File: config.mk
export PLATFORM = sky130hd
export DESIGN_NAME = ex_stage_alu_flat
export DESIGN_NICKNAME = d
export VERILOG_FILES = /design/src/rtl/ex_stage_alu_pkg.sv /design/src/rtl/ex_stage_alu_if.sv /design/src/rtl/ex_stage_alu_seq_multiplier.sv /design/src/rtl/ex_stage_alu.sv /design/src/flat_wrapper.sv
export SDC_FILE = /design/constraint.sdc
export NUM_CORES = 1
export LEC_CHECK = 0
export CAP_MARGIN = 25
export CORE_MARGIN = 5
export CORE_UTILIZATION = 55
export CTS_BUF_LIST = sky130_fd_sc_hd__clkbuf_4 sky130_fd_sc_hd__clkbuf_8 sky130_fd_sc_hd__clkbuf_16
export CTS_CLUSTER_DIAMETER = 80
export CTS_CLUSTER_SIZE = 16
export DETAILED_ROUTE_END_ITERATION = 10
export PLACE_DENSITY = 0.83
export SLEW_MARGIN = 20
export SYNTH_ARGS = -nofsm -noshare
export SYNTH_HDL_FRONTEND = slang
export SYNTH_SLANG_ARGS = --single-unit
File: constraint.sdc
create_clock -name clk_i -period 8.45 [get_ports clk_i]
set_input_delay 1.69 -clock clk_i [delete_from_list [all_inputs] [get_ports clk_i]]
set_output_delay 1.69 -clock clk_i [all_outputs]
set_load 0.005 [all_outputs]
File: src/rtl/ex_stage_alu_pkg.sv
// ex_stage_alu_pkg
// Shared encodings for the MIPS execute stage: ALU-op (EX2) codes, R-type
// funct codes, forwarding-select codes and the multiplier FSM state type.
package ex_stage_alu_pkg;

   // EX2 control field from ID/EX
   typedef enum logic [1:0] {
      ALU_ADD   = 2'b00,
      ALU_SUB   = 2'b01,
      ALU_RTYPE = 2'b10,
      ALU_OR    = 2'b11
   } alu_op_e;

   // R-type funct field (low six bits of the sign-extended immediate)
   localparam logic [5:0] FUNCT_ADD = 6'b100000;
   localparam logic [5:0] FUNCT_SUB = 6'b100010;
   localparam logic [5:0] FUNCT_AND = 6'b100100;
   localparam logic [5:0] FUNCT_OR  = 6'b100101;
   localparam logic [5:0] FUNCT_SLT = 6'b101010;
   localparam logic [5:0] FUNCT_MUL = 6'b011000;

   // Forwarding mux selects; 2'b11 is unused and behaves like FWD_ID
   localparam logic [1:0] FWD_ID    = 2'b00;
   localparam logic [1:0] FWD_MEMWB = 2'b01;
   localparam logic [1:0] FWD_EXMEM = 2'b10;

   // Sequential multiplier states
   typedef enum logic [1:0] {
      IDLE = 2'b00,
      BUSY = 2'b01,
      DONE = 2'b10
   } mul_state_e;

endpackage

File: src/rtl/ex_stage_alu_if.sv
// ex_stage_alu_if
// Bundles the ID/EX control, operand and forwarding inputs of the execute
// stage together with its EX/MEM-facing outputs and stall indication.
//   master : pipeline side (drives ID/EX fields, observes results)
//   slave  : execute stage (consumes ID/EX fields, drives results)
interface ex_stage_alu_if #(
   parameter int WIDTH = 32
);
   logic             alu_src_i;
   logic [1:0]       alu_op_i;
   logic             reg_dst_i;
   logic [WIDTH-1:0] data1_i;
   logic [WIDTH-1:0] data2_i;
   logic [WIDTH-1:0] sign_extend_i;
   logic [4:0]       inst20_16_i;
   logic [4:0]       inst15_11_i;
   logic [1:0]       fwd_a_i;
   logic [1:0]       fwd_b_i;
   logic [WIDTH-1:0] exmem_data_i;
   logic [WIDTH-1:0] memwb_data_i;
   logic [WIDTH-1:0] result_o;
   logic [WIDTH-1:0] write_data_o;
   logic [4:0]       write_reg_o;
   logic             pc_enable_o;
   logic             mul_busy_o;

   modport master (
      output alu_src_i, alu_op_i, reg_dst_i, data1_i, data2_i, sign_extend_i,
             inst20_16_i, inst15_11_i, fwd_a_i, fwd_b_i, exmem_data_i, memwb_data_i,
      input  result_o, write_data_o, write_reg_o, pc_enable_o, mul_busy_o
   );

   modport slave (
      input  alu_src_i, alu_op_i, reg_dst_i, data1_i, data2_i, sign_extend_i,
             inst20_16_i, inst15_11_i, fwd_a_i, fwd_b_i, exmem_data_i, memwb_data_i,
      output result_o, write_data_o, write_reg_o, pc_enable_o, mul_busy_o
   );
endinterface

File: src/rtl/ex_stage_alu_seq_multiplier.sv
// seq_multiplier
// Shift-add multiplier retiring BITS_PER_CYCLE multiplier bits per cycle.
// Operands are captured when i_start is seen in IDLE; the product (low WIDTH
// bits) is valid only while o_done is high, for exactly one cycle.
//   clk_i      clock
//   rst_i      asynchronous active-low reset
//   i_start    begin a multiply (ignored unless IDLE)
//   i_mcand    multiplicand
//   i_mplier   multiplier
//   o_busy     state is BUSY or DONE
//   o_done     state is DONE, o_product valid
//   o_product  accumulated product
module seq_multiplier
   import ex_stage_alu_pkg::*;
#(
   parameter int WIDTH          = 32,
   parameter int BITS_PER_CYCLE = 1
) (
   input  logic             clk_i,
   input  logic             rst_i,
   input  logic             i_start,
   input  logic [WIDTH-1:0] i_mcand,
   input  logic [WIDTH-1:0] i_mplier,
   output logic             o_busy,
   output logic             o_done,
   output logic [WIDTH-1:0] o_product
);
   localparam int MUL_CYCLES = WIDTH / BITS_PER_CYCLE;
   localparam int CNT_W      = (MUL_CYCLES > 1) ? $clog2(MUL_CYCLES) : 1;
   localparam logic [CNT_W-1:0] CNT_MAX = CNT_W'(MUL_CYCLES - 1);

   mul_state_e       r_state;
   mul_state_e       w_state_next;
   logic             w_load;
   logic             w_step;
   logic [WIDTH-1:0] r_acc;
   logic [WIDTH-1:0] r_mcand;
   logic [WIDTH-1:0] r_mplier;
   logic [CNT_W-1:0] r_cnt;

   // Partial product for this step: sum of shifted multiplicands selected by
   // the low BITS_PER_CYCLE multiplier bits, built as an adder chain.
   logic [WIDTH-1:0] w_pp [BITS_PER_CYCLE+1];
   assign w_pp[0] = '0;
   for (genvar gi = 0; gi < BITS_PER_CYCLE; gi++) begin : g_pp
      assign w_pp[gi+1] = w_pp[gi] + (r_mplier[gi] ? (r_mcand << gi) : '0);
   end

   always_ff @(posedge clk_i or negedge rst_i) begin
      if (!rst_i) r_state <= IDLE;
      else        r_state <= w_state_next;
   end

   always_comb begin
      w_state_next = r_state;
      w_load       = 1'b0;
      w_step       = 1'b0;
      case (r_state)
         IDLE: begin
            if (i_start) begin
               w_load       = 1'b1;
               w_state_next = BUSY;
            end
         end
         BUSY: begin
            w_step = 1'b1;
            if (r_cnt == '0) w_state_next = DONE;
         end
         // Always return to IDLE so the still-held mul is not restarted
         DONE:    w_state_next = IDLE;
         default: w_state_next = IDLE;
      endcase
   end

   always_ff @(posedge clk_i or negedge rst_i) begin
      if (!rst_i) begin
         r_acc    <= '0;
         r_mcand  <= '0;
         r_mplier <= '0;
         r_cnt    <= '0;
      end else if (w_load) begin
         r_acc    <= '0;
         r_mcand  <= i_mcand;
         r_mplier <= i_mplier;
         r_cnt    <= CNT_MAX;
      end else if (w_step) begin
         r_acc    <= r_acc + w_pp[BITS_PER_CYCLE];
         r_mcand  <= r_mcand << BITS_PER_CYCLE;
         r_mplier <= r_mplier >> BITS_PER_CYCLE;
         if (r_cnt != '0) r_cnt <= r_cnt - 1'b1;
      end
   end

   assign o_busy    = (r_state != IDLE);
   assign o_done    = (r_state == DONE);
   assign o_product = r_acc;

endmodule

File: src/rtl/ex_stage_alu.sv
// ex_stage_alu
// Execute stage of the 5-stage MIPS pipeline: operand forwarding muxes,
// single-cycle ALU, destination register select and a sequential multiplier
// that freezes the front of the pipeline while it runs.
//   clk_i  clock
//   rst_i  asynchronous active-low reset
//   bus    ex_stage_alu_if.slave: ID/EX fields, forwarding data, results
module ex_stage_alu
   import ex_stage_alu_pkg::*;
#(
   parameter int WIDTH          = 32,
   parameter int BITS_PER_CYCLE = 1
) (
   input  logic          clk_i,
   input  logic          rst_i,
   ex_stage_alu_if.slave bus
);
   logic [WIDTH-1:0] w_op_a;
   logic [WIDTH-1:0] w_rt_fwd;
   logic [WIDTH-1:0] w_op_b;
   logic [WIDTH-1:0] w_alu;
   logic             w_is_mul;
   logic             w_mul_busy;
   logic             w_mul_done;
   logic [WIDTH-1:0] w_product;
   logic             w_stall;
   logic [5:0]       w_funct;

   function automatic logic [WIDTH-1:0] fwd_mux(input logic [1:0]       sel,
                                                input logic [WIDTH-1:0] base,
                                                input logic [WIDTH-1:0] exmem,
                                                input logic [WIDTH-1:0] memwb);
      case (sel)
         FWD_EXMEM: return exmem;
         FWD_MEMWB: return memwb;
         default:   return base;
      endcase
   endfunction

   assign w_op_a   = fwd_mux(bus.fwd_a_i, bus.data1_i, bus.exmem_data_i, bus.memwb_data_i);
   assign w_rt_fwd = fwd_mux(bus.fwd_b_i, bus.data2_i, bus.exmem_data_i, bus.memwb_data_i);
   assign w_op_b   = bus.alu_src_i ? bus.sign_extend_i : w_rt_fwd;
   assign w_funct  = bus.sign_extend_i[5:0];

   always_comb begin
      w_alu    = '0;
      w_is_mul = 1'b0;
      case (alu_op_e'(bus.alu_op_i))
         ALU_ADD: w_alu = w_op_a + w_op_b;
         ALU_SUB: w_alu = w_op_a - w_op_b;
         ALU_OR:  w_alu = w_op_a | w_op_b;
         ALU_RTYPE: begin
            case (w_funct)
               FUNCT_ADD: w_alu = w_op_a + w_op_b;
               FUNCT_SUB: w_alu = w_op_a - w_op_b;
               FUNCT_AND: w_alu = w_op_a & w_op_b;
               FUNCT_OR:  w_alu = w_op_a | w_op_b;
               FUNCT_SLT: w_alu = {{(WIDTH-1){1'b0}}, ($signed(w_op_a) < $signed(w_op_b))};
               FUNCT_MUL: w_is_mul = 1'b1;
               default:   w_alu = '0;
            endcase
         end
         default: w_alu = '0;
      endcase
   end

   seq_multiplier #(
      .WIDTH          (WIDTH),
      .BITS_PER_CYCLE (BITS_PER_CYCLE)
   ) u_mul (
      .clk_i     (clk_i),
      .rst_i     (rst_i),
      .i_start   (w_is_mul),
      .i_mcand   (w_op_a),
      .i_mplier  (w_op_b),
      .o_busy    (w_mul_busy),
      .o_done    (w_mul_done),
      .o_product (w_product)
   );

   // Stall from the cycle a mul is first decoded (IDLE) through the last
   // BUSY cycle; DONE releases the pipeline so the product is captured.
   assign w_stall = w_mul_busy ? ~w_mul_done : w_is_mul;

   assign bus.pc_enable_o  = ~rst_i | ~w_stall;
   assign bus.mul_busy_o   = w_mul_busy;
   assign bus.write_data_o = w_rt_fwd;
   assign bus.write_reg_o  = bus.reg_dst_i ? bus.inst15_11_i : bus.inst20_16_i;

   // Multiply results are shown only in DONE; the accumulator is never
   // exposed mid-computation.
   assign bus.result_o = !rst_i                       ? '0 :
                         w_mul_done                   ? w_product :
                         (w_is_mul || w_mul_busy)     ? '0 :
                                                        w_alu;

endmodule

File: src/flat_wrapper.sv
// flat-port wrapper written by rule: the top's interface ports become plain ports
module ex_stage_alu_flat import ex_stage_alu_pkg::*;
#(
   parameter int WIDTH          = 32,
   parameter int BITS_PER_CYCLE = 1
)
  (clk_i, rst_i, bus_alu_src_i, bus_alu_op_i, bus_reg_dst_i, bus_data1_i, bus_data2_i, bus_sign_extend_i, bus_inst20_16_i, bus_inst15_11_i, bus_fwd_a_i, bus_fwd_b_i, bus_exmem_data_i, bus_memwb_data_i, bus_result_o, bus_write_data_o, bus_write_reg_o, bus_pc_enable_o, bus_mul_busy_o);
  ex_stage_alu_if #(.WIDTH(WIDTH)) bus_i ();
  input  logic clk_i;
  input  logic rst_i;
  input wire logic [$bits(bus_i.alu_src_i)-1:0] bus_alu_src_i;
  input wire logic [$bits(bus_i.alu_op_i)-1:0] bus_alu_op_i;
  input wire logic [$bits(bus_i.reg_dst_i)-1:0] bus_reg_dst_i;
  input wire logic [$bits(bus_i.data1_i)-1:0] bus_data1_i;
  input wire logic [$bits(bus_i.data2_i)-1:0] bus_data2_i;
  input wire logic [$bits(bus_i.sign_extend_i)-1:0] bus_sign_extend_i;
  input wire logic [$bits(bus_i.inst20_16_i)-1:0] bus_inst20_16_i;
  input wire logic [$bits(bus_i.inst15_11_i)-1:0] bus_inst15_11_i;
  input wire logic [$bits(bus_i.fwd_a_i)-1:0] bus_fwd_a_i;
  input wire logic [$bits(bus_i.fwd_b_i)-1:0] bus_fwd_b_i;
  input wire logic [$bits(bus_i.exmem_data_i)-1:0] bus_exmem_data_i;
  input wire logic [$bits(bus_i.memwb_data_i)-1:0] bus_memwb_data_i;
  output wire logic [$bits(bus_i.result_o)-1:0] bus_result_o;
  output wire logic [$bits(bus_i.write_data_o)-1:0] bus_write_data_o;
  output wire logic [$bits(bus_i.write_reg_o)-1:0] bus_write_reg_o;
  output wire logic [$bits(bus_i.pc_enable_o)-1:0] bus_pc_enable_o;
  output wire logic [$bits(bus_i.mul_busy_o)-1:0] bus_mul_busy_o;
  assign bus_i.alu_src_i = bus_alu_src_i;
  assign bus_i.alu_op_i = bus_alu_op_i;
  assign bus_i.reg_dst_i = bus_reg_dst_i;
  assign bus_i.data1_i = bus_data1_i;
  assign bus_i.data2_i = bus_data2_i;
  assign bus_i.sign_extend_i = bus_sign_extend_i;
  assign bus_i.inst20_16_i = bus_inst20_16_i;
  assign bus_i.inst15_11_i = bus_inst15_11_i;
  assign bus_i.fwd_a_i = bus_fwd_a_i;
  assign bus_i.fwd_b_i = bus_fwd_b_i;
  assign bus_i.exmem_data_i = bus_exmem_data_i;
  assign bus_i.memwb_data_i = bus_memwb_data_i;
  assign bus_result_o = bus_i.result_o;
  assign bus_write_data_o = bus_i.write_data_o;
  assign bus_write_reg_o = bus_i.write_reg_o;
  assign bus_pc_enable_o = bus_i.pc_enable_o;
  assign bus_mul_busy_o = bus_i.mul_busy_o;
  ex_stage_alu #(.WIDTH(WIDTH), .BITS_PER_CYCLE(BITS_PER_CYCLE)) u_core (.clk_i(clk_i), .rst_i(rst_i), .bus(bus_i));
endmodule
==> metrics.md, run 1 <==
| Metric | Value |
|---|---|
| Most common cell after layout, fill and taps aside | `clkdlybuf4s50_1` |
| Min Tclk post-route | `8.36 ns` |
| Num CTS Buffers | `9` |
| Root Buffer | `clkbuf_16` |
| Layout Nets | `2492` |
| Worst hold path depth | `2` |
| Critical path arrival | `6.67 ns` |
| Largest net degree at the start of global routing | `78` |
| Syn_nets | `2202` |
| RSZ-0062 raised after global routing | `no` |
| Initial antenna violation count | `0` |
| Buffers on Ports | `250` |
| Placed Area | `17500 um^2` |
| Post-synth EDFFs | `0` |
| Share of cells above drive strength 1 | `12.4%` |
| Period utilization | `98.9%` |
| Final hold vios | `0` |
| Die ar. | `28800 um^2` |
| HPWL Detailed | `45900 um` |
| Critical Path Sink Type | `output pin` |
| Asr flop ratio synth | `100%` |
| Cts-stage hold buffer count | `0` |
| P_leak | `7.97 nW` |
| DRT iter0 DRCs | `2088` |
| Setup Skew | `0.0149 ns` |
| Clk_lat worst skew | `0.37 ns` |
| Sequential share of power | `22.3%` |
| CP required | `6.76 ns` |
| Cell variety after synth | `107` |
| Worst reg2reg setup slack | `3.80 ns` |
| CTS tree | `built` |
| Critical path launch point type | `input port` |
| Logic gate share of total power | `59.8%` |
| Kind of critical path | `in -> out` |
| Slew margin rel. | `32.4%` |
| Ys flop type | `dfrtp_1` |
| Critical path fanouts, max | `26` |
| Pwr dens | `150 nW/um^2` |
| Syn Inst Count | `1909` |
| Commonest cells after routing, fill and taps aside | `246 x clkdlybuf4s50_1, 200 x nor2_1, 190 x nand2_1` |
| PnR worst setup slack | `0.0943 ns` |
| Final GP Congestion | `1.08` |
| Internal power | `0.00150 W` |
| Fmax | `120 MHz` |
| TNS Setup | `0 ns` |
| Drt total wl | `58400 um` |
| Io pins | `251` |
| P_sw | `0.00122 W` |
| Min-delay worst type | `reg -> reg` |
| Post-Layout Inst Area | `18100 um^2` |
| Switching part of the total | `44.7%` |
| Netlist Area Pre-Place | `14000 um^2` |
| GR Overflow Total | `0` |
| Vias in the first global route | `15800` |
| Clk pwr share | `17.8%` |
| WL/cell | `23.1 um` |
| Worst vdd ir | `119 uV` |
| Flops & latches, synth | `103` |
| Max_cap viols | `0` |
| Reg2Reg Depth | `16` |
| Core area | `25200 um^2` |
| Post-route ant nets | `0` |
| Slew of the pin with the lowest slew margin | `1.01 ns` |
| Seq/Total Area, Yosys | `18.4%` |
| Routed vias | `16800` |
| Number of diodes | `0` |
| Row count | `58` |
| Placed cell count | `2515` |
| Via/cell ratio | `6.63` |
| First-pass GRT wire length | `88300 um` |
| Total track usage | `38.7%` |
| Post-Syn Area per Cell | `7.35 um^2` |
| Die H | `170 um` |
| DRC | `0` |
| Clock-pin slew on the worst setup and hold paths | `0.09 ns` |
| Synth warn | `0` |
| Fin cells | `2534` |
| Die Span X | `170 um` |
| Synth-to-Final Area Change | `28.7%` |
| H-tree levels | `3` |
| Final slew viol count | `0` |
| Pre-CTS setup slack | `0.0272 ns` |
| # clock sinks | `103` |
| First drt pass iteration count | `8` |
| CTS max path bufs | `2` |
| Initial Utilization | `55.7%` |
| Final Core Density | `71.7%` |
| Outcome | `complete, no violations` |
| Final setup viols | `0` |
-- worst max-delay path, stage by stage --
cell and delay [ns]:
clkdlybuf4s50_1 0.49, inv_1 0.07, ha_2 0.38, buf_12 0.18, a221o_1 0.20, and2_4 0.20
clkinv_2 0.11, ha_1 0.24, a21oi_1 0.20, o22ai_2 0.10, a211o_1 0.33, a31o_1 0.24
buf_4 0.16, a41o_1 0.22, a211oi_2 0.28, nor2_2 0.13, or4_1 0.48, a31o_1 0.22
a21oi_1 0.19, a21oi_2 0.09, clkdlybuf4s50_1 0.45
-- through the flow --
stage	power [W]	hold slack, ns
after CTS	0.00263	0.515
after detailed placement	0.00215	0.495
after floorplan	0.00154	0.469
after global placement	0.00212	0.489
final	0.00272	0.519
after global routing	0.00284	0.551
-- sequential cells by signal, summed over array words and instances (netlist names) --
signal and flops:
u_core.u_mul.r_mcand 32, u_core.u_mul.o_product 32, u_core.u_mul.r_cnt 5, u_core.u_mul.r_state 2
u_core.u_mul.r_mplier 32
-- path summary, 6_finish.rpt --
| check | startpoint | endpoint |
|---|---|---|
| setup / recovery | bus_fwd_a_i[0] | bus_result_o[31] |
| hold / removal | u_core.u_mul.r_mplier[19] | u_core.u_mul.r_mplier[19] |
| setup reg to reg | u_core.u_mul.r_mplier[0] | u_core.u_mul.o_product[30] |
| hold reg to reg | u_core.u_mul.r_mplier[19] | u_core.u_mul.r_mplier[19] |
| max in group asynchronous | rst_i | u_core.u_mul.r_mcand[9] |
| min in group asynchronous | rst_i | u_core.u_mul.r_cnt[0] |
-- layer usage --
metal,GRT usage [%],up-vias,routed length (um)
li1,-,7545,-
met1,53.6,7914,23500
met2,59.2,1137,25000
met3,8.04,196,7270
met4,15.3,0,2680
met5,0,-,0
-- synth_stat cells (11+ instances only) --
library cell	n	area, um^2
a211oi_1	15	113
a21o_1	33	248
a21oi_1	146	731
a221o_1	58	581
a22o_1	17	149
a22oi_1	46	345
a31oi_1	37	231
and2_1	39	244
and3_1	12	75.1
buf_1	11	41.3
clkbuf_1	82	308
dfrtp_1	103	2580
ha_1	110	1380
inv_1	116	435
mux2_2	11	124
mux2i_1	11	110
nand2_1	191	717
nand2b_1	34	213
nand3_1	50	250
nor2_1	203	762
nor2b_1	23	144
nor3_1	20	100
o211ai_1	18	135
o21a_1	18	135
o21ai_0	159	796
o21ai_1	13	65.1
o21bai_1	17	128
o22ai_1	17	106
o31ai_1	14	105
xnor2_1	62	543
xor2_1	19	166
-- kinds of logic (layout without fill, tap and decap cells) --
kind of cell | count (synthesis) | in the layout | synth area share (%)
multiplexers | 23 | 23 | 1.83
AND/OR/NAND/NOR | 627 | 628 | 20.8
flip-flops | 103 | 103 | 18.4
adder cells (fa/ha/maj) | 113 | 113 | 10.2
buffers and inverters | 241 | 535 | 7.15
XOR/XNOR | 81 | 81 | 5.05
AO/OA/AOI/OAI | 721 | 721 | 36.6
-- power by group through the flow --
stage          Sequential [W]  Combinational [W]  Clock (W)
6_report             0.000607            0.00163   0.000485
5_1_grt              0.000611            0.00174   0.000493
4_1_cts              0.000603            0.00155   0.000481
3_5_place_dp         0.000611            0.00154          0
3_3_place_gp         0.000609            0.00151          0
2_1_floorplan        0.000585           0.000953          0
-- final cells by class --
class | count | area, um^2
clock buffers | 9 | 225
inverters | 127 | 480
flip-flops and latches | 103 | 2580
well taps | 330 | 413
fillers | 2023 | 7110
multi-input cells | 1566 | 10700
clock inverters | 7 | 100
repair buffers | 392 | 3600
-- timing repair --
item / CTS / global route
resized for setup: 0 / 52
endpoints found under the setup margin: 0 / 22
setup buffers: 0 / 2
Note: power is estimated with default switching activity, not from simulation.
==> inputs of run 2 (changes only) <==
--- a/config.mk
+++ b/config.mk
@@ -10,9 +10,9 @@
 export CORE_UTILIZATION = 55
 export CTS_BUF_LIST = sky130_fd_sc_hd__clkbuf_4 sky130_fd_sc_hd__clkbuf_8 sky130_fd_sc_hd__clkbuf_16
 export CTS_CLUSTER_DIAMETER = 80
-export CTS_CLUSTER_SIZE = 16
 export DETAILED_ROUTE_END_ITERATION = 10
 export PLACE_DENSITY = 0.83
+export SKIP_CTS_REPAIR_TIMING = 1
 export SLEW_MARGIN = 20
 export SYNTH_ARGS = -nofsm -noshare
 export SYNTH_HDL_FRONTEND = slang
==> results of run 2 <==
Final layout, timing and power as in run 1 (identical DEF).
==> inputs of run 3 (changes only) <==
--- a/config.mk
+++ b/config.mk
@@ -8,7 +8,6 @@
 export CAP_MARGIN = 25
 export CORE_MARGIN = 5
 export CORE_UTILIZATION = 55
-export CTS_BUF_LIST = sky130_fd_sc_hd__clkbuf_4 sky130_fd_sc_hd__clkbuf_8 sky130_fd_sc_hd__clkbuf_16
 export CTS_CLUSTER_DIAMETER = 80
 export DETAILED_ROUTE_END_ITERATION = 10
 export PLACE_DENSITY = 0.83
==> results of run 3 <==
Final layout, timing and power as in run 1 (identical DEF).
